$ cat src/rtl/branch_ckpt_table_pkg.sv
// Shared types and sizing for the branch checkpoint table.
// CKPT_DEPTH entries of {valid, resolved, fl_ptr, rob_idx}; head/tail pointers
// carry one extra wrap bit so full and empty can be told apart.
package branch_ckpt_table_pkg;
   localparam int CKPT_DEPTH    = 4;
   localparam int CKPT_ID_W     = $clog2(CKPT_DEPTH);
   localparam int FL_PTR_WIDTH  = 6;
   localparam int ROB_IDX_WIDTH = 5;

   typedef logic [CKPT_ID_W-1:0]     ckpt_id_t;
   typedef logic [CKPT_ID_W:0]       ckpt_ptr_t;
   typedef logic [FL_PTR_WIDTH:0]    fl_ptr_t;
   typedef logic [ROB_IDX_WIDTH-1:0] rob_idx_t;

   typedef struct packed {
      logic     valid;
      logic     resolved;
      fl_ptr_t  fl_ptr;
      rob_idx_t rob_idx;
   } ckpt_entry_t;
endpackage

$ cat src/rtl/branch_ckpt_table_if.sv
// Bundle of the checkpoint table's dispatch, branch-unit and free-list signals.
// master: dispatch/branch-unit side (drives alloc/resolve/rob_flush).
// slave : the checkpoint table (drives ready/id/restore/count/perf outputs).
interface branch_ckpt_table_if;
   import branch_ckpt_table_pkg::*;

   logic        alloc_valid;
   logic        alloc_ready;
   fl_ptr_t     alloc_fl_ptr;
   rob_idx_t    alloc_rob_idx;
   ckpt_id_t    alloc_id;
   logic        resolve_valid;
   ckpt_id_t    resolve_id;
   logic        resolve_mispredict;
   logic        rob_flush;
   logic        flush_by_branch;
   fl_ptr_t     free_list_rd_ptr_out;
   rob_idx_t    flush_rob_idx;
   ckpt_ptr_t   ckpt_count;
   logic [31:0] perf_mispredicts;
   logic [31:0] perf_full_stalls;

   modport master (
      output alloc_valid, alloc_fl_ptr, alloc_rob_idx,
             resolve_valid, resolve_id, resolve_mispredict, rob_flush,
      input  alloc_ready, alloc_id, flush_by_branch, free_list_rd_ptr_out,
             flush_rob_idx, ckpt_count, perf_mispredicts, perf_full_stalls
   );

   modport slave (
      input  alloc_valid, alloc_fl_ptr, alloc_rob_idx,
             resolve_valid, resolve_id, resolve_mispredict, rob_flush,
      output alloc_ready, alloc_id, flush_by_branch, free_list_rd_ptr_out,
             flush_rob_idx, ckpt_count, perf_mispredicts, perf_full_stalls
   );
endinterface

$ cat src/rtl/branch_ckpt_table.sv
// Branch checkpoint table. Snapshots the free-list read pointer for each
// dispatched branch, retires entries in order once resolved, and on a
// mispredict hands the snapshot back with a one-cycle flush_by_branch pulse.
// Ports: clk, rst_n (async active-low), bus (branch_ckpt_table_if.slave).
// Optional macro BRAT_PERF_EN builds saturating mispredict / full-stall
// counters; otherwise both perf outputs are tied to 0.
module branch_ckpt_table
   import branch_ckpt_table_pkg::*;
(
   input logic                 clk,
   input logic                 rst_n,
   branch_ckpt_table_if.slave  bus
);

   ckpt_entry_t entries [CKPT_DEPTH];
   ckpt_ptr_t   head, tail, count;
   ckpt_id_t    head_idx, tail_idx, mis_dist;
   ckpt_id_t    age [CKPT_DEPTH];
   logic        flush_q;
   fl_ptr_t     flush_fl_q;
   rob_idx_t    flush_rob_q;
   logic        res_hit, mis, good_res, pop, alloc_fire;

   assign head_idx = head[CKPT_ID_W-1:0];
   assign tail_idx = tail[CKPT_ID_W-1:0];
   assign count    = tail - head;

   // Registered count only: a pop this cycle does not free a slot until next cycle.
   assign bus.alloc_ready = (count != ckpt_ptr_t'(CKPT_DEPTH)) && !flush_q && !bus.rob_flush;
   assign bus.alloc_id    = tail_idx;

   assign res_hit    = bus.resolve_valid && entries[bus.resolve_id].valid;
   assign mis        = res_hit && bus.resolve_mispredict && !bus.rob_flush;
   assign good_res   = res_hit && !bus.resolve_mispredict;
   assign mis_dist   = bus.resolve_id - head_idx;
   // A mispredict on the head itself empties the queue, so no pop on top of it.
   assign pop        = entries[head_idx].valid && entries[head_idx].resolved &&
                       !(mis && (mis_dist == '0));
   // An alloc in the mispredict cycle is younger than the bad branch: drop it.
   assign alloc_fire = bus.alloc_valid && bus.alloc_ready && !mis;

   // Age of each slot relative to the head; slots at or beyond the bad branch die.
   always_comb begin
      for (int i = 0; i < CKPT_DEPTH; i++) age[i] = ckpt_id_t'(i) - head_idx;
   end

   always_ff @(posedge clk or negedge rst_n) begin
      if (!rst_n) begin
         head        <= '0;
         tail        <= '0;
         flush_q     <= 1'b0;
         flush_fl_q  <= '0;
         flush_rob_q <= '0;
         for (int i = 0; i < CKPT_DEPTH; i++) entries[i] <= '0;
      end else if (bus.rob_flush) begin
         head    <= '0;
         tail    <= '0;
         flush_q <= 1'b0;
         for (int i = 0; i < CKPT_DEPTH; i++) entries[i] <= '0;
      end else begin
         flush_q <= mis;
         if (mis) begin
            flush_fl_q  <= entries[bus.resolve_id].fl_ptr;
            flush_rob_q <= entries[bus.resolve_id].rob_idx;
            tail        <= head + {1'b0, mis_dist};
         end else if (alloc_fire) begin
            tail <= tail + ckpt_ptr_t'(1);
         end
         if (pop) head <= head + ckpt_ptr_t'(1);
         for (int i = 0; i < CKPT_DEPTH; i++) begin
            if (good_res && (bus.resolve_id == ckpt_id_t'(i)))
               entries[i].resolved <= 1'b1;
            if ((pop && (head_idx == ckpt_id_t'(i))) || (mis && (age[i] >= mis_dist)))
               entries[i].valid <= 1'b0;
            if (alloc_fire && (tail_idx == ckpt_id_t'(i)))
               entries[i] <= '{valid: 1'b1, resolved: 1'b0,
                               fl_ptr: bus.alloc_fl_ptr, rob_idx: bus.alloc_rob_idx};
         end
      end
   end

   assign bus.flush_by_branch      = flush_q;
   assign bus.free_list_rd_ptr_out = flush_fl_q;
   assign bus.flush_rob_idx        = flush_rob_q;
   assign bus.ckpt_count           = count;

`ifdef BRAT_PERF_EN
   logic [31:0] perf_mis_q, perf_stall_q;

   always_ff @(posedge clk or negedge rst_n) begin
      if (!rst_n) begin
         perf_mis_q   <= '0;
         perf_stall_q <= '0;
      end else begin
         if (mis && (perf_mis_q != '1)) perf_mis_q <= perf_mis_q + 32'd1;
         if (bus.alloc_valid && !bus.alloc_ready && (perf_stall_q != '1))
            perf_stall_q <= perf_stall_q + 32'd1;
      end
   end

   assign bus.perf_mispredicts = perf_mis_q;
   assign bus.perf_full_stalls = perf_stall_q;
`else
   assign bus.perf_mispredicts = '0;
   assign bus.perf_full_stalls = '0;
`endif

`ifndef SYNTHESIS
   // The branch unit must only resolve live checkpoints.
   always @(posedge clk) begin
      if (rst_n && bus.resolve_valid) assert (entries[bus.resolve_id].valid);
   end
`endif

endmodule

$ cat src/flat_wrapper.sv
// flat-port wrapper written by rule: the top's interface ports become plain ports
module branch_ckpt_table_flat import branch_ckpt_table_pkg::*;
  (clk, rst_n, bus_alloc_valid, bus_alloc_fl_ptr, bus_alloc_rob_idx, bus_resolve_valid, bus_resolve_id, bus_resolve_mispredict, bus_rob_flush, bus_alloc_ready, bus_alloc_id, bus_flush_by_branch, bus_free_list_rd_ptr_out, bus_flush_rob_idx, bus_ckpt_count, bus_perf_mispredicts, bus_perf_full_stalls);
  branch_ckpt_table_if bus_i ();
  input logic clk;
  input logic rst_n;
  input wire logic [$bits(bus_i.alloc_valid)-1:0] bus_alloc_valid;
  input wire logic [$bits(bus_i.alloc_fl_ptr)-1:0] bus_alloc_fl_ptr;
  input wire logic [$bits(bus_i.alloc_rob_idx)-1:0] bus_alloc_rob_idx;
  input wire logic [$bits(bus_i.resolve_valid)-1:0] bus_resolve_valid;
  input wire logic [$bits(bus_i.resolve_id)-1:0] bus_resolve_id;
  input wire logic [$bits(bus_i.resolve_mispredict)-1:0] bus_resolve_mispredict;
  input wire logic [$bits(bus_i.rob_flush)-1:0] bus_rob_flush;
  output wire logic [$bits(bus_i.alloc_ready)-1:0] bus_alloc_ready;
  output wire logic [$bits(bus_i.alloc_id)-1:0] bus_alloc_id;
  output wire logic [$bits(bus_i.flush_by_branch)-1:0] bus_flush_by_branch;
  output wire logic [$bits(bus_i.free_list_rd_ptr_out)-1:0] bus_free_list_rd_ptr_out;
  output wire logic [$bits(bus_i.flush_rob_idx)-1:0] bus_flush_rob_idx;
  output wire logic [$bits(bus_i.ckpt_count)-1:0] bus_ckpt_count;
  output wire logic [$bits(bus_i.perf_mispredicts)-1:0] bus_perf_mispredicts;
  output wire logic [$bits(bus_i.perf_full_stalls)-1:0] bus_perf_full_stalls;
  assign bus_i.alloc_valid = bus_alloc_valid;
  assign bus_i.alloc_fl_ptr = bus_alloc_fl_ptr;
  assign bus_i.alloc_rob_idx = bus_alloc_rob_idx;
  assign bus_i.resolve_valid = bus_resolve_valid;
  assign bus_i.resolve_id = bus_resolve_id;
  assign bus_i.resolve_mispredict = bus_resolve_mispredict;
  assign bus_i.rob_flush = bus_rob_flush;
  assign bus_alloc_ready = bus_i.alloc_ready;
  assign bus_alloc_id = bus_i.alloc_id;
  assign bus_flush_by_branch = bus_i.flush_by_branch;
  assign bus_free_list_rd_ptr_out = bus_i.free_list_rd_ptr_out;
  assign bus_flush_rob_idx = bus_i.flush_rob_idx;
  assign bus_ckpt_count = bus_i.ckpt_count;
  assign bus_perf_mispredicts = bus_i.perf_mispredicts;
  assign bus_perf_full_stalls = bus_i.perf_full_stalls;
  branch_ckpt_table u_core (.clk(clk), .rst_n(rst_n), .bus(bus_i));
endmodule
$ cat config.mk
export PLATFORM = sky130hd
export DESIGN_NAME = branch_ckpt_table_flat
export DESIGN_NICKNAME = d
export VERILOG_FILES = /design/src/rtl/branch_ckpt_table_pkg.sv /design/src/rtl/branch_ckpt_table_if.sv /design/src/rtl/branch_ckpt_table.sv /design/src/flat_wrapper.sv
export SDC_FILE = /design/constraint.sdc
export NUM_CORES = 1
export LEC_CHECK = 0
export CAP_MARGIN = 0
export CORE_MARGIN = 2
export CORE_UTILIZATION = 45
export DETAILED_ROUTE_END_ITERATION = 8
export GPL_TIMING_DRIVEN = 0
export PLACE_DENSITY = 0.83
export SLEW_MARGIN = 20
export SYNTH_ARGS = -nofsm -noshare
export SYNTH_HDL_FRONTEND = slang
export SYNTH_SLANG_ARGS = --single-unit
$ cat constraint.sdc
create_clock -name clk -period 2.4 [get_ports clk]
set_input_delay 0.36 -clock clk [delete_from_list [all_inputs] [get_ports clk]]
set_output_delay 0.36 -clock clk [all_outputs]
set_load 0.01 [all_outputs]
# Word level (Yosys, flattened, before mapping)
# Index checks and enable logic that the tools add are counted.
# Widths: inputs -> output; s select.
# op_classes
add_sub_neg	9
eq_ne	10
n_reduce_logical	55
mux	25
bitwise	3
magnitude_cmp	6
# ops
cell	n
$mux 14	8
$bmux 14 s2	2
$mux 56	1
$logic_and 1x1->1	27
$reduce_bool 3->1	9
$mux 3	5
$eq 2x2->1 const B	6
$reduce_bool 2->1	5
$mux 1	9
$ge 2x2->1	4
$logic_not 2->1	4
$add 3x1->3 const B	2
$eq 2x1->1 const B	3
$ge 3x3->1 const B	2
$not 2->3	2
$logic_not 1->1	5
$logic_or 1x1->1	4
$sub 1x2->2 const A	2
$sub 2x2->2 const A	2
$add 3x2->3	1
$ne 3x3->1 const B	1
$sub 3x3->3	1
$reduce_and 2->1	1
$sub 2x2->2	1
$not 1->1	1
# word_totals
ff_bits	75
in_bits	20
out_inout_bits	83
word_cells	129

# Logic depth before layout (Yosys ltp)
# depth
depth_word	15
mapped_depth	9
depth_no_buf	7

# Least setup slack after synthesis
# No wires, ideal clock.
# synth_path
path_type	register to register
startpoint	reg u_core.tail[0]
endpoint	reg u_core.entries[42] in the netlist's numbering
required_ns	2.275
setup_time_ns	0.125
slack_ns	-0.022
n_path_buf	2
arrival_ns	2.297
synth_period_minus_slack_ns	2.422
stages_incl_launch_ff	10
cell_sequence	dfrtp_1 -> inv_1 -> ha_1 -> fa_1 -> xnor3_1 -> o211a_4 -> and3_1 -> buf_6 -> buf_12 -> mux2_4
# synth_via
elab_chain_len	8
word_cells_on_any_way	9
classes_between	add/sub (1); eq/ne (1); reduce/logical (7)
# synth_rtl
item	line	rtl
start, declared	branch_ckpt_table.sv:16	ckpt_ptr_t head, tail, count;
start signal, assigned	branch_ckpt_table.sv:65	tail <= head + {1'b0, mis_dist};
start signal, assigned	branch_ckpt_table.sv:67	tail <= tail + ckpt_ptr_t'(1);
$sub 3x3->3	branch_ckpt_table.sv:26	assign count = tail - head;
$ne 3x3->1	branch_ckpt_table.sv:29	assign bus.alloc_ready = (count != ckpt_ptr_t'(CKPT_DEPTH)) && !flush_q && !bus.rob_flush;
$logic_and 1x1->1 (2 in a row)	branch_ckpt_table.sv:29	
$logic_and 1x1->1 (2 in a row)	branch_ckpt_table.sv:40	assign alloc_fire = bus.alloc_valid && bus.alloc_ready && !mis;
$logic_and 1x1->1 *	branch_ckpt_table.sv:75	if (alloc_fire && (tail_idx == ckpt_id_t'(i)))
$reduce_bool 2->1 (no line) *	-	
end signal, assigned by index	branch_ckpt_table.sv:76	entries[i] <= '{valid: 1'b1, resolved: 1'b0,
end, declared	branch_ckpt_table.sv:15	ckpt_entry_t entries [CKPT_DEPTH];
# Mark *: on every way between the ends. The rest lies on a longest branch, timed or not.
# A chain may end at the register's enable or synchronous reset.

# Worst setup path after layout
# layout_path
startpoint	reg u_core.head[0]
endpoint	reg u_core.entries[46] in the netlist's numbering
# layout_via
elab_chain_len	8
# layout_rtl
item	line	rtl
start, declared	branch_ckpt_table.sv:16	
start signal, assigned	branch_ckpt_table.sv:69	if (pop) head <= head + ckpt_ptr_t'(1);
$sub 3x3->3	branch_ckpt_table.sv:26	
$ne 3x3->1	branch_ckpt_table.sv:29	
$logic_and 1x1->1 (2 in a row)	branch_ckpt_table.sv:29	
$logic_and 1x1->1 (2 in a row)	branch_ckpt_table.sv:40	
$logic_and 1x1->1	branch_ckpt_table.sv:75	
$reduce_bool 2->1 (no line)	-	
# Every way passes these cells.

==> results.cfg <==
[status]
status = completed

[hold_path]
hold_depth = 2
hold_end = u_core.bus.flush_rob_idx[1]
hp-start = u_core.bus.flush_rob_idx[1]
min_path_type = flip-flop to flip-flop

[floorplanning]
dieArea_um2 = 11400
rows = 37
io_pins = 103
core_area_um2 = 10300
die_x_um = 107
die-height_um = 107
start_util = 0.462

[layout]
num-fill-cells = 815
num_antenna_cells = 0
post-route-util = 0.582
seq_area_um2 = 1880
drive_gt1_frac = 0.356
syn2layout_area_growth_pct = 26.1
multi_input_area_um2 = 2420
nNetsFinal = 572

[logic_synthesis]
synthTopCellsByArea = dfrtp_1 (40%), buf_4 (10%), mux2_4 (10%)
yosys_warnings = 0
synth_area_per_cell_um2 = 11.6
syn_area_um2 = 4740
yosys.area.top_type = dfrtp_1
async_reset_ff_frac = 1.00
synthesis.instances = 408
yosysSeqAreaShare = 0.396
synth_edf_count = 0
ys_types = 41
synth-main-ff-cell = dfrtp_1
yosysTopAreaCellShare = 0.396
synth_seq_cells = 75

[clock_network]
cts.clk_slew.worst_paths_ps = 80
cts_max_level = 3
cts.sinks = 75
cts-root-buf = clkbuf_8
insertion_delay_ps = 350
cts_buffers = 9
cts_buffer_depth = 2
tritoncts = built

[sta]
rsz0062_at_grt = false
fin_crit_sh = 0.988
fin_skew_ps = 7.69
hold_violations = 0
relSlewSlack = 0.497
setup_viol = 0
post-route-min-period_ps = 2370
tightest_slew_ps = 755
max_freq_mhz = 422
slew_viol_final = 0

[pwr]
p_per_area_nw_per_um2 = 472
clockPowerShare = 0.333
p_int_mw = 2.06
p_sw_uw = 762
power_frac_comb = 0.192
p_leak_nw = 3.00
power.total_mw = 2.82
ir_drop_uv = 409
seqPwrFrac = 0.476
netSwitchingFraction = 0.270

[route]
firstDrtPassIters = 4
ant_nets = 0
wl_um = 10900
wire_per_inst_um = 16.1
routed_via_density = 4.80
drc = 0
drt_iter0_markers = 128
num_vias = 3244

[setup_path]
r2r_slack_ps = 30
r2r-end = u_core.entries[46]
critPathKind = flip-flop to flip-flop
startpoint_type = flip-flop
reg2regPathDepth = 8
cp.arrival_ps = 2610
critPathMaxFanout = 6
rr_startpoint = u_core.head[0]
worst_ep_required_time_ps = 2640
crit_path_end_kind = flip-flop

[global_routing]
grt_pass1_wl_um = 16900
grt_pass1_vias = 3320
antenna_found_initial = 0
grt_max_degree = 44
track_usage = 0.192
grt.overflow.total = 0

[run]
drv_cap = 0

[place]
dp.final_hpwl_um = 7310
io_buffers = 37
routabilityCongestion = 0.841
-- cells by family after synthesis --
group | Yosys count | synth area share
and+or+nand+nor | 111 | 0.119
buffers and inverters | 106 | 0.157
DFF | 75 | 0.396
muxes | 66 | 0.215
AOI/OAI and AO/OA | 27 | 0.0496
adders and majority gates | 17 | 0.0512
xor gates and xnor gates | 5 | 0.0121
other | 1 | 0.000790
-- worst max path at each step --
| stage | endpoint | from | slack (ps) |
|---|---|---|---|
| after CTS | u_core.entries[42] | u_core.tail[0] | -90 |
| final | u_core.entries[46] | u_core.head[0] | 30 |
| after floorplan | u_core.entries[42] | u_core.tail[0] | 0.4 |
| after global routing | u_core.entries[17] | u_core.tail[0] | 7 |
| after global placement | u_core.entries[55] | rst_n | -1560 |
| after detailed placement | u_core.entries[27] | bus_resolve_id[0] | -790 |
-- cells in the mapped netlist (2+ instances only) --
library cell / number
xnor2_1: 2
and3_1: 4
mux4_2: 14
o211ai_1: 3
nor3_1: 4
mux2_2: 18
o31ai_1: 3
a41oi_1: 4
ha_1: 13
a311oi_1: 2
inv_1: 18
fa_1: 4
clkbuf_1: 10
buf_2: 3
mux2i_1: 2
o21bai_1: 4
a21boi_0: 2
dfrtp_1: 75
nor2b_1: 50
nor2_1: 4
xor2_1: 2
buf_4: 66
buf_6: 4
buf_12: 4
mux2_4: 32
nand2_1: 46
-- flip-flops by register name, indices dropped and copies added, names as in the netlist --
register and cells:
u_core.entries 56, u_core.bus.flush_by_branch 1, u_core.bus.flush_rob_idx 5, u_core.tail 3, u_core.bus.free_list_rd_ptr_out 7, u_core.head 3
-- power groups by stage --
stage,clock (mW),sequential (mW),combinational (mW)
final,0.938,1.34,0.541
after floorplan,0,1.36,0.329
after detailed placement,0,1.37,0.489
after CTS,0.950,1.34,0.504
after global routing,1.00,1.35,0.584
after global placement,0,1.36,0.473
-- per-layer routing --
layer / global-route usage / wire, µm / vias up
met3: 0.0353 / 753 / 8
met2: 0.334 / 5540 / 127
met4: 0.0510 / 89 / 0
met5: 0 / 0 / -
met1: 0.246 / 4490 / 1621
li1: - / - / 1488
-- layout make-up --
| cell class | count | share of cell area |
|---|---|---|
| multi-input combinational | 290 | 0.405 |
| sequential | 75 | 0.314 |
| buffer | 84 | 0.107 |
| timing repair buffer | 57 | 0.101 |
| tap | 136 | 0.0285 |
| clock buffer | 13 | 0.0282 |
| inverter | 18 | 0.0119 |
| clock inverter | 3 | 0.00356 |
-- critical path, cell delays in order, from the launching register on --
cell	delay, ps
dfrtp_2	430
ha_4	160
fa_2	320
xnor3_2	270
buf_6	140
o211a_4	260
and3_4	200
clkbuf_16	180
mux2_4	290
-- placed cells by master (no fill, tap or decap), types with 3 or more instances in the layout --
cell and count:
o21bai_1 4, buf_12 6, a41oi_1 4, nor3_1 4, clkbuf_16 3, o211ai_1 3, dfrtp_1 72, inv_1 16
conb_1 64, clkbuf_1 10, mux2_4 32, dfrtp_2 3, nor2_1 4, o31ai_1 3, ha_1 11, buf_4 81
mux2_2 18, clkbuf_8 12, nor2b_1 50, clkdlybuf4s50_1 32, nand2_1 45, mux4_2 14, and3_4 4
-- metrics by stage --
step	setup TNS [ps]	area, µm²	hold WS (ps)	instances	setup slack, ps
2_1_floorplan	0	4980	64.4	471	0.419
3_3_place_gp	-147850	5520	460	644	-1560
3_5_place_dp	-32510	5540	334	645	-791
4_1_cts	-2000	5810	488	668	-92.0
5_1_grt	0	5980	516	676	7.18
6_report	0	5980	481	676	27.9
-- what timing repair did --
item	CTS	global route
pin swaps	1	7
hold buffers	1	0
cloned	0	3
setup endpoints to repair	73	64
hold endpoints to repair	32	0
resized for setup	16	16
buffers inserted	7	8
Power figures use the tool's default switching activity.
